File: src/rtl/fetch_unit_if.sv
// Fetch-stage bus: instruction-memory port, redirect input, decode handshake and fault status.
interface fetch_if;
   logic        fetch_enable;
   logic [31:0] imem_addr;
   logic [31:0] imem_data;
   logic        redirect_valid;
   logic [31:0] redirect_pc;
   logic        out_valid;
   logic        out_ready;
   logic [31:0] out_pc;
   logic [31:0] out_instruction;
   logic        misaligned_fault;
   logic [31:0] fault_pc;

   modport master (
      input  fetch_enable, imem_data, redirect_valid, redirect_pc, out_ready,
      output imem_addr, out_valid, out_pc, out_instruction, misaligned_fault, fault_pc
   );

   modport slave (
      output fetch_enable, imem_data, redirect_valid, redirect_pc, out_ready,
      input  imem_addr, out_valid, out_pc, out_instruction, misaligned_fault, fault_pc
   );
endinterface

File: src/rtl/fetch_unit.sv
// Instruction fetch stage: owns the PC, registers the fetched word toward decode, handles redirects.
// Optional misaligned-redirect fault tracking is enabled by defining FETCH_MISALIGN_CHECK_EN.
module fetch_unit #(
   parameter logic [31:0] RESET_VECTOR = 32'h0000_0000,
   parameter int unsigned PC_STEP      = 4
) (
   input  logic     clk,
   input  logic     reset,
   fetch_if.master  bus
);

`ifdef FETCH_MISALIGN_CHECK_EN
   typedef enum logic [1:0] {IDLE = 2'd0, RUN = 2'd1, FAULT = 2'd2} state_t;
`else
   typedef enum logic [1:0] {IDLE = 2'd0, RUN = 2'd1} state_t;
`endif

   state_t      state_q, state_d;
   logic [31:0] pc_q, pc_d;
   logic        valid_q, valid_d;
   logic [31:0] opc_q, opc_d;
   logic [31:0] inst_q, inst_d;
   logic        accept_c;

   assign accept_c = valid_q && bus.out_ready;

   always_ff @(posedge clk or negedge reset) begin
      if (!reset) begin
         state_q <= IDLE;
         pc_q    <= RESET_VECTOR;
         valid_q <= 1'b0;
         opc_q   <= 32'h0;
         inst_q  <= 32'h0;
      end else begin
         state_q <= state_d;
         pc_q    <= pc_d;
         valid_q <= valid_d;
         opc_q   <= opc_d;
         inst_q  <= inst_d;
      end
   end

`ifdef FETCH_MISALIGN_CHECK_EN
   logic        fault_q, fault_d;
   logic [31:0] fpc_q, fpc_d;

   always_ff @(posedge clk or negedge reset) begin
      if (!reset) begin
         fault_q <= 1'b0;
         fpc_q   <= 32'h0;
      end else begin
         fault_q <= fault_d;
         fpc_q   <= fpc_d;
      end
   end

   assign bus.misaligned_fault = fault_q;
   assign bus.fault_pc         = fpc_q;
`else
   assign bus.misaligned_fault = 1'b0;
   assign bus.fault_pc         = 32'h0;
`endif

   // Next-state: redirect overrides everything, otherwise load/stall/drain per state
   always_comb begin
      state_d = state_q;
      pc_d    = pc_q;
      valid_d = valid_q;
      opc_d   = opc_q;
      inst_d  = inst_q;
`ifdef FETCH_MISALIGN_CHECK_EN
      fault_d = fault_q;
      fpc_d   = fpc_q;
`endif
      if (bus.redirect_valid) begin
         valid_d = 1'b0;
`ifdef FETCH_MISALIGN_CHECK_EN
         pc_d = bus.redirect_pc;
         if (bus.redirect_pc[1:0] != 2'b00) begin
            state_d = FAULT;
            fault_d = 1'b1;
            fpc_d   = bus.redirect_pc;
         end else if (state_q == FAULT) begin
            state_d = RUN;
            fault_d = 1'b0;
            fpc_d   = 32'h0;
         end else begin
            state_d = bus.fetch_enable ? RUN : IDLE;
         end
`else
         pc_d    = bus.redirect_pc & ~32'h3;
         state_d = bus.fetch_enable ? RUN : IDLE;
`endif
      end else begin
         case (state_q)
            IDLE: begin
               if (bus.fetch_enable) state_d = RUN;
               if (accept_c)         valid_d = 1'b0;
            end
            RUN: begin
               if (!bus.fetch_enable) begin
                  state_d = IDLE;
                  if (accept_c) valid_d = 1'b0;
               end else if (!valid_q || bus.out_ready) begin
                  opc_d   = pc_q;
                  inst_d  = bus.imem_data;
                  valid_d = 1'b1;
                  pc_d    = pc_q + 32'(PC_STEP);
               end
            end
`ifdef FETCH_MISALIGN_CHECK_EN
            FAULT: begin
               if (accept_c) valid_d = 1'b0;
            end
`endif
            default: state_d = IDLE;
         endcase
      end
   end

   assign bus.imem_addr       = pc_q;
   assign bus.out_valid       = valid_q;
   assign bus.out_pc          = opc_q;
   assign bus.out_instruction = inst_q;

endmodule
File: src/flat_wrapper.sv
// flat-port wrapper written by rule: the top's interface ports become plain ports
module fetch_unit_flat 
#(
   parameter logic [31:0] RESET_VECTOR = 32'h0000_0000,
   parameter int unsigned PC_STEP      = 4
)
  (clk, reset, bus_fetch_enable, bus_imem_data, bus_redirect_valid, bus_redirect_pc, bus_out_ready, bus_imem_addr, bus_out_valid, bus_out_pc, bus_out_instruction, bus_misaligned_fault, bus_fault_pc);
  fetch_if bus_i ();
  input  logic clk;
  input  logic reset;
  input wire logic [$bits(bus_i.fetch_enable)-1:0] bus_fetch_enable;
  input wire logic [$bits(bus_i.imem_data)-1:0] bus_imem_data;
  input wire logic [$bits(bus_i.redirect_valid)-1:0] bus_redirect_valid;
  input wire logic [$bits(bus_i.redirect_pc)-1:0] bus_redirect_pc;
  input wire logic [$bits(bus_i.out_ready)-1:0] bus_out_ready;
  output wire logic [$bits(bus_i.imem_addr)-1:0] bus_imem_addr;
  output wire logic [$bits(bus_i.out_valid)-1:0] bus_out_valid;
  output wire logic [$bits(bus_i.out_pc)-1:0] bus_out_pc;
  output wire logic [$bits(bus_i.out_instruction)-1:0] bus_out_instruction;
  output wire logic [$bits(bus_i.misaligned_fault)-1:0] bus_misaligned_fault;
  output wire logic [$bits(bus_i.fault_pc)-1:0] bus_fault_pc;
  assign bus_i.fetch_enable = bus_fetch_enable;
  assign bus_i.imem_data = bus_imem_data;
  assign bus_i.redirect_valid = bus_redirect_valid;
  assign bus_i.redirect_pc = bus_redirect_pc;
  assign bus_i.out_ready = bus_out_ready;
  assign bus_imem_addr = bus_i.imem_addr;
  assign bus_out_valid = bus_i.out_valid;
  assign bus_out_pc = bus_i.out_pc;
  assign bus_out_instruction = bus_i.out_instruction;
  assign bus_misaligned_fault = bus_i.misaligned_fault;
  assign bus_fault_pc = bus_i.fault_pc;
  fetch_unit #(.RESET_VECTOR(RESET_VECTOR), .PC_STEP(PC_STEP)) u_core (.clk(clk), .reset(reset), .bus(bus_i));
endmodule
File: config.mk
export PLATFORM = sky130hd
export DESIGN_NAME = fetch_unit_flat
export DESIGN_NICKNAME = d
export VERILOG_FILES = /design/src/rtl/fetch_unit_if.sv /design/src/rtl/fetch_unit.sv /design/src/flat_wrapper.sv
export SDC_FILE = /design/constraint.sdc
export NUM_CORES = 1
export LEC_CHECK = 0
export ABC_AREA = 1
export CAP_MARGIN = 0
export CORE_ASPECT_RATIO = 0.5
export CORE_MARGIN = 3
export CORE_UTILIZATION = 48
export CTS_BUF_LIST = sky130_fd_sc_hd__clkbuf_4
export DETAILED_ROUTE_END_ITERATION = 10
export PLACE_DENSITY_LB_ADDON = 0.2
export SETUP_SLACK_MARGIN = 0.3
export SLEW_MARGIN = 20
export SYNTH_ARGS = -nofsm -noshare
export SYNTH_HDL_FRONTEND = slang
export SYNTH_SLANG_ARGS = --single-unit
File: constraint.sdc
create_clock -name clk -period 2.8 [get_ports clk]
set_clock_uncertainty 0.05 [all_clocks]
set_input_delay 0.42 -clock clk [delete_from_list [all_inputs] [get_ports clk]]
set_output_delay 0.42 -clock clk [all_outputs]
set_load 0.03 [all_outputs]
======== Word-level counts from Yosys, hierarchy flattened ========
Index checks and enable logic that the tools add are counted.
cells by class
  add/sub/neg operators ................... 1
  equal/unequal tests ..................... 4
  muxes and demuxes ....................... 14
  bitwise operators ....................... 1
  reductions and logical operators ........ 12
operator list
  cell                   number
  $mux 32                4
  $add 32x3->32 const B  1
  $mux 2                 3
  $ne 3x3->1 const B     2
  $reduce_bool 2->1      3
  $mux 1                 5
  $ne 4x3->1 const B     1
  $pmux 2 s2             1
  $reduce_and 2->1       2
  $reduce_and 4->1       1
  $reduce_and 3->1       1
  $reduce_bool 3->1      1
  $eq 2x1->1 const B     1
  $logic_not 2->1        1
  $pmux 1 s2             1
  $logic_and 1x1->1      1
  $logic_not 1->1        1
  $logic_or 1x1->1       1
  $not 1->1              1
word-level totals
  bits in registers ....................... 99
  bits of input ports ..................... 69

======== Depth between registers and ports, before layout ========
  depth after elaboration ................. 6
  gate-level depth with buffers ........... 10

======== Least setup slack after synthesis ========
No wires, ideal clock.
  path type ............................... register -> register
  start point ............................. reg u_core.pc_q[3], in the netlist u_core.bus.imem_addr[3]
  end point ............................... reg u_core.pc_q[22], in the netlist u_core.bus.imem_addr[22]
  setup time .............................. 117 ps
  data arrival time ....................... 1553 ps
  data required time ...................... 2633 ps
  path slack .............................. 1080 ps
  cell stages (with the launch flop) ...... 11
  buffers on the path ..................... 0
  cell sequence ........................... dfrtp_1 -> ha_1 -> nand2_2 -> nor2_2 -> nand2_2 -> nor2_4 -> nand2_1 -> nand2_1 -> nand3_1 -> nand2_1 -> nand2_1
between the ends
  word-level cells in the longest chain between the ends .. 5
ends and longest elaborated chain
  item                      line               RTL
  start: declaration        fetch_unit.sv:19   logic [31:0] pc_q, pc_d;
  start signal: assignment  fetch_unit.sv:36   pc_q <= pc_d;
  $add 32x3->32             fetch_unit.sv:108  pc_d = pc_q + 32'(PC_STEP);
  $mux 32                   fetch_unit.sv:104  end else if (!valid_q || bus.out_ready) begin
  $mux 32                   fetch_unit.sv:101  if (!bus.fetch_enable) begin
  $mux 32                   fetch_unit.sv:95   case (state_q)
  $mux 32                   fetch_unit.sv:75   if (bus.redirect_valid) begin
Every way passes these cells. The select of a mux whose other input is x is not followed.
A chain may end at the register's enable or synchronous reset.

======== Worst setup path after layout ========
  start point ............................. reg u_core.pc_q[26], in the netlist u_core.bus.imem_addr[26]
  end point ............................... out bus_imem_addr[26]
RTL lines
  item              line                RTL
  end: declaration  flat_wrapper.sv:16  output wire logic [$bits(bus_i.imem_addr)-1:0] bus_imem_addr;
No word-level cell between the ends.

==> summary.md <==
| Metric | Value |
|---|---|
| Core Region | around 9600 µm² |
| Synth warn | 0 |
| Hold EP | u_core.bus.out_instruction[14] |
| Reg-to-reg slack, setup | 0.82 ns |
| Part of the power in registers | approximately 43% |
| Post-CTS Setup Inserts | 0 |
| CP peak stage delay | 0.75 ns |
| Mapped Area | 4850 µm² |
| Clk sinks | 94 |
| Post-place setup slack | 0.306 ns |
| Number of fill cells | 860 |
| Fin util | roughly two thirds |
| Int Pwr | 2.52 mW |
| Worst-path cell chain | clkdlybuf4s50_1 |
| DR vias | 4588 |
| Status | finished clean |
| Final max-slew violation count | 0 |
| Cts repair resizes | 0 |
| CP startpoint kind | register |
| Largest family of logic cells by synthesized area | simple AND/OR/NAND/NOR gates |
| Net Sw Frac | 38.1% |
| Vias in the first global route | 4429 |
| Worst r2r src | u_core.state_q[0] |
| Gr ovfl total | 0 |
| Minimum clock period | 2.22 ns |
| Slew @ Worst Pin | about 0.88 ns |
| Most common cell after layout, fill and taps aside | nand2_1 |
| Worst Path Buf+Inv | 1 |
| Synth Area in XOR/XNOR | less than 1% |
| Simple-gate area share of the yosys netlist | a little under a third |
| Final Hold Viols | 0 |
| CTS tree | yes |
| Adder-cell share of the synthesized area | less than 1% |
| Clock power frac | a little over a fifth |
| Layout cells sized above 1 | approximately 5.6% |
| Nets | 862 |
| Number of synthesized register bits | 94 |
| Avg Vias per Cell | 4.92 |
| P_leak | 3.13 nW |
| Top delay family on crit path | buffers and inverters |
| Cell Area, Placed | 6420 µm² |
| Min Hold Slack | 0.425 ns |
| Placed Cells | 915 |
| Setup-failing EPs final | 0 |
| Max_cap viols | 0 |
| ANT cells | 0 |
| Most frequent cells in the layout | 249 x nand2_1, 158 x clkdlybuf4s50_1, 94 x dfrtp_1 |
| DRC | 0 |
| Ratio of total power to cell area | between 600 and 700 nW/µm² |
| RSZ-0062 raised after global routing | no |
| Mapped Cells | 636 |
| Highest clock rate | 451 MHz |
| Register area | 2350 µm² |
| Fin cells | 932 |
| CP Max Fanout | 7 |
| Met3 WL post-DR | 1.12 mm |
| Peak supply drop | around 350 µV |
| DR WL/cell | 14.7 µm |
| Chip Width | 148 µm |
| CTS Buf Count | 9 |
| Routed WL | between 10 and 15 mm |
| Max-slew headroom | 41.1% |
| Unique masters post-synth | 33 |
| GRT Overall Usage | 24.5% |
| Final Power | 4.07 mW |
| PortBufs | approximately 160 |
| Pre-antenna DRT Iters | 5 |
| Critical R2R Capture | u_core.bus.imem_addr[11] |
| Root buffer cell | clkbuf_4 |
| Pin count of the biggest net entering global routing | 92 |
| Row count | 25 |
| Avg Synthesized Cell Area | ~7.6 µm² |
| Worst hold stages | 3 |
| Path depth of the worst reg2reg path | 7 |
| Setup TNS | 0 ns |
| Period utilization | 79.1% |
| Worst min-delay path category | in -> reg |
| Wl on met1 | 5.92 mm |
| CP max stage cell | clkdlybuf4s50_1 |
| First-pass GRT wire length | 22.3 mm |
| Compound-Gate Fraction of Synth Area | 7.80% |
| Die Area | about 11000 µm² |
| Die height | 77.1 µm |
| Max Root-Sink Buffers | 2 |
| Met2 wire length | 6.57 mm |
| Initial Utilization | 50.3% |
| IO Pins | 199 |
| Initial antenna violation count | 0 |
| P&R area growth vs syn | 36.1% |
| WS Path Type | reg -> out |
| Fraction of synthesized area in multiplexers | 0% |
| H-tree levels | 3 |
| Register area share after synthesis | 48.5% |
| Clock latency on the worst-skew pair | between 0.4 and 0.5 ns |
| Switch Pwr | 1.55 mW |
| Critical path capture point type | output port |
| Routability congestion estimate | 0.890 |
| Multi-input gate area | 2070 µm² |
| Post-Layout Inst Area | around 6600 µm² |
| Combinational power share | 36.4% |
| 1st-iter DRT viols | 336 |
| Final WS setup | slightly below 0.6 ns |
| Hold Crit Start | bus_imem_data[14] |
| Dpl hpwl | slightly above 10 mm |
| Critical Path RT | 2.33 ns |
| Top Layer Used | met4 |
| CTS clk-pin slew, worst paths | 0.15 ns |
| Antenna Violating Nets Remaining | 0 |
| Critical path arrival | 1.75 ns |
worst min-delay path: stages:
cell             delay (ns)
clkdlybuf4s50_1        0.39
nand2_1                0.06
nand2_1                0.04
power groups by stage:
stage	clock network (mW)	logic, mW	registers [mW]
after global routing	0.918	1.58	1.78
after CTS	0.869	1.50	1.74
after detailed placement	0	1.49	1.77
final	0.845	1.48	1.74
after floorplan	0	0.432	2.17
after global placement	0	1.47	1.76
Yosys cell counts:
library cell | instances | area (µm²)
buf_6 | 2 | 22.5
clkbuf_1 | 5 | 18.8
a22oi_1 | 3 | 22.5
a21oi_4 | 1 | 16.3
nand3_1 | 32 | 160
dfrtp_1 | 94 | 2350
nor2_1 | 53 | 199
ha_1 | 1 | 12.5
o21ai_1 | 12 | 60.1
o21bai_1 | 3 | 22.5
nor3_2 | 1 | 10.0
nand2_1 | 249 | 935
o211ai_1 | 2 | 15.0
nor3_1 | 5 | 25.0
buf_1 | 2 | 7.51
nand4_1 | 7 | 43.8
and2_1 | 3 | 18.8
xor2_1 | 3 | 26.3
a211oi_1 | 1 | 7.51
nor2_2 | 8 | 50.1
nand2_2 | 4 | 25.0
inv_2 | 3 | 11.3
nor2_4 | 2 | 22.5
buf_2 | 12 | 60.1
nand3b_1 | 2 | 15.0
nand3_2 | 1 | 10.0
o21ai_0 | 33 | 165
a31oi_1 | 1 | 6.26
conb_1 | 1 | 3.75
o21a_1 | 1 | 7.51
a21oi_1 | 11 | 55.1
inv_1 | 39 | 146
buf_4 | 39 | 293
registers in the layout (all words and copies together) (netlist names):
signal and count:
u_core.bus.imem_addr 30, u_core.bus.out_pc 30, u_core.bus.out_instruction 32, u_core.state_q 1
u_core.bus.out_valid 1
cells by family after synthesis:
kind of cell	Yosys count
flops	94
buf+inv	102
simple gates	367
xor+xnor	3
fa+ha+maj	1
compound gates	68
other cells	1
layer usage:
metal | GRT usage, % | up-vias
met3 | 5.73 | 13
met1 | 32.8 | 2148
met2 | 41.1 | 183
met5 | 0 | -
li1 | - | 2244
met4 | 4.88 | 0
cell type report:
cell class / instances / share of cell area, %
Sequential cell: 94 / 35.7
Multi-Input combinational cell: 476 / 31.5
Timing Repair Buffer: 169 / 25.5
Tap cell: 135 / 2.56
Inverter: 42 / 2.39
Clock inverter: 7 / 1.44
Clock buffer: 9 / 1.02
worst max-delay path by stage:
| stage | startpoint | depth (start not counted) | endpoint | slack [ns] |
|---|---|---|---|---|
| after detailed placement | bus_fetch_enable | 8 | u_core.bus.imem_addr[11] | 0.31 |
| final | u_core.bus.imem_addr[26] | 1 | bus_imem_addr[26] | 0.58 |
| after global placement | bus_fetch_enable | 8 | u_core.bus.imem_addr[11] | 0.37 |
| after global routing | u_core.bus.imem_addr[4] | 1 | bus_imem_addr[4] | 0.50 |
| after floorplan | u_core.bus.imem_addr[3] | 10 | u_core.bus.imem_addr[22] | 1.08 |
| after CTS | u_core.bus.imem_addr[13] | 1 | bus_imem_addr[13] | 0.55 |
what timing repair did:
| item | 4_1_cts | 5_1_grt |
|---|---|---|
| setup endpoints to repair | 0 | 0 |
| endpoints found under the hold margin | 37 | 0 |
| hold buffers | 1 | 0 |
No activity file was read; power rests on OpenSTA's default activity.
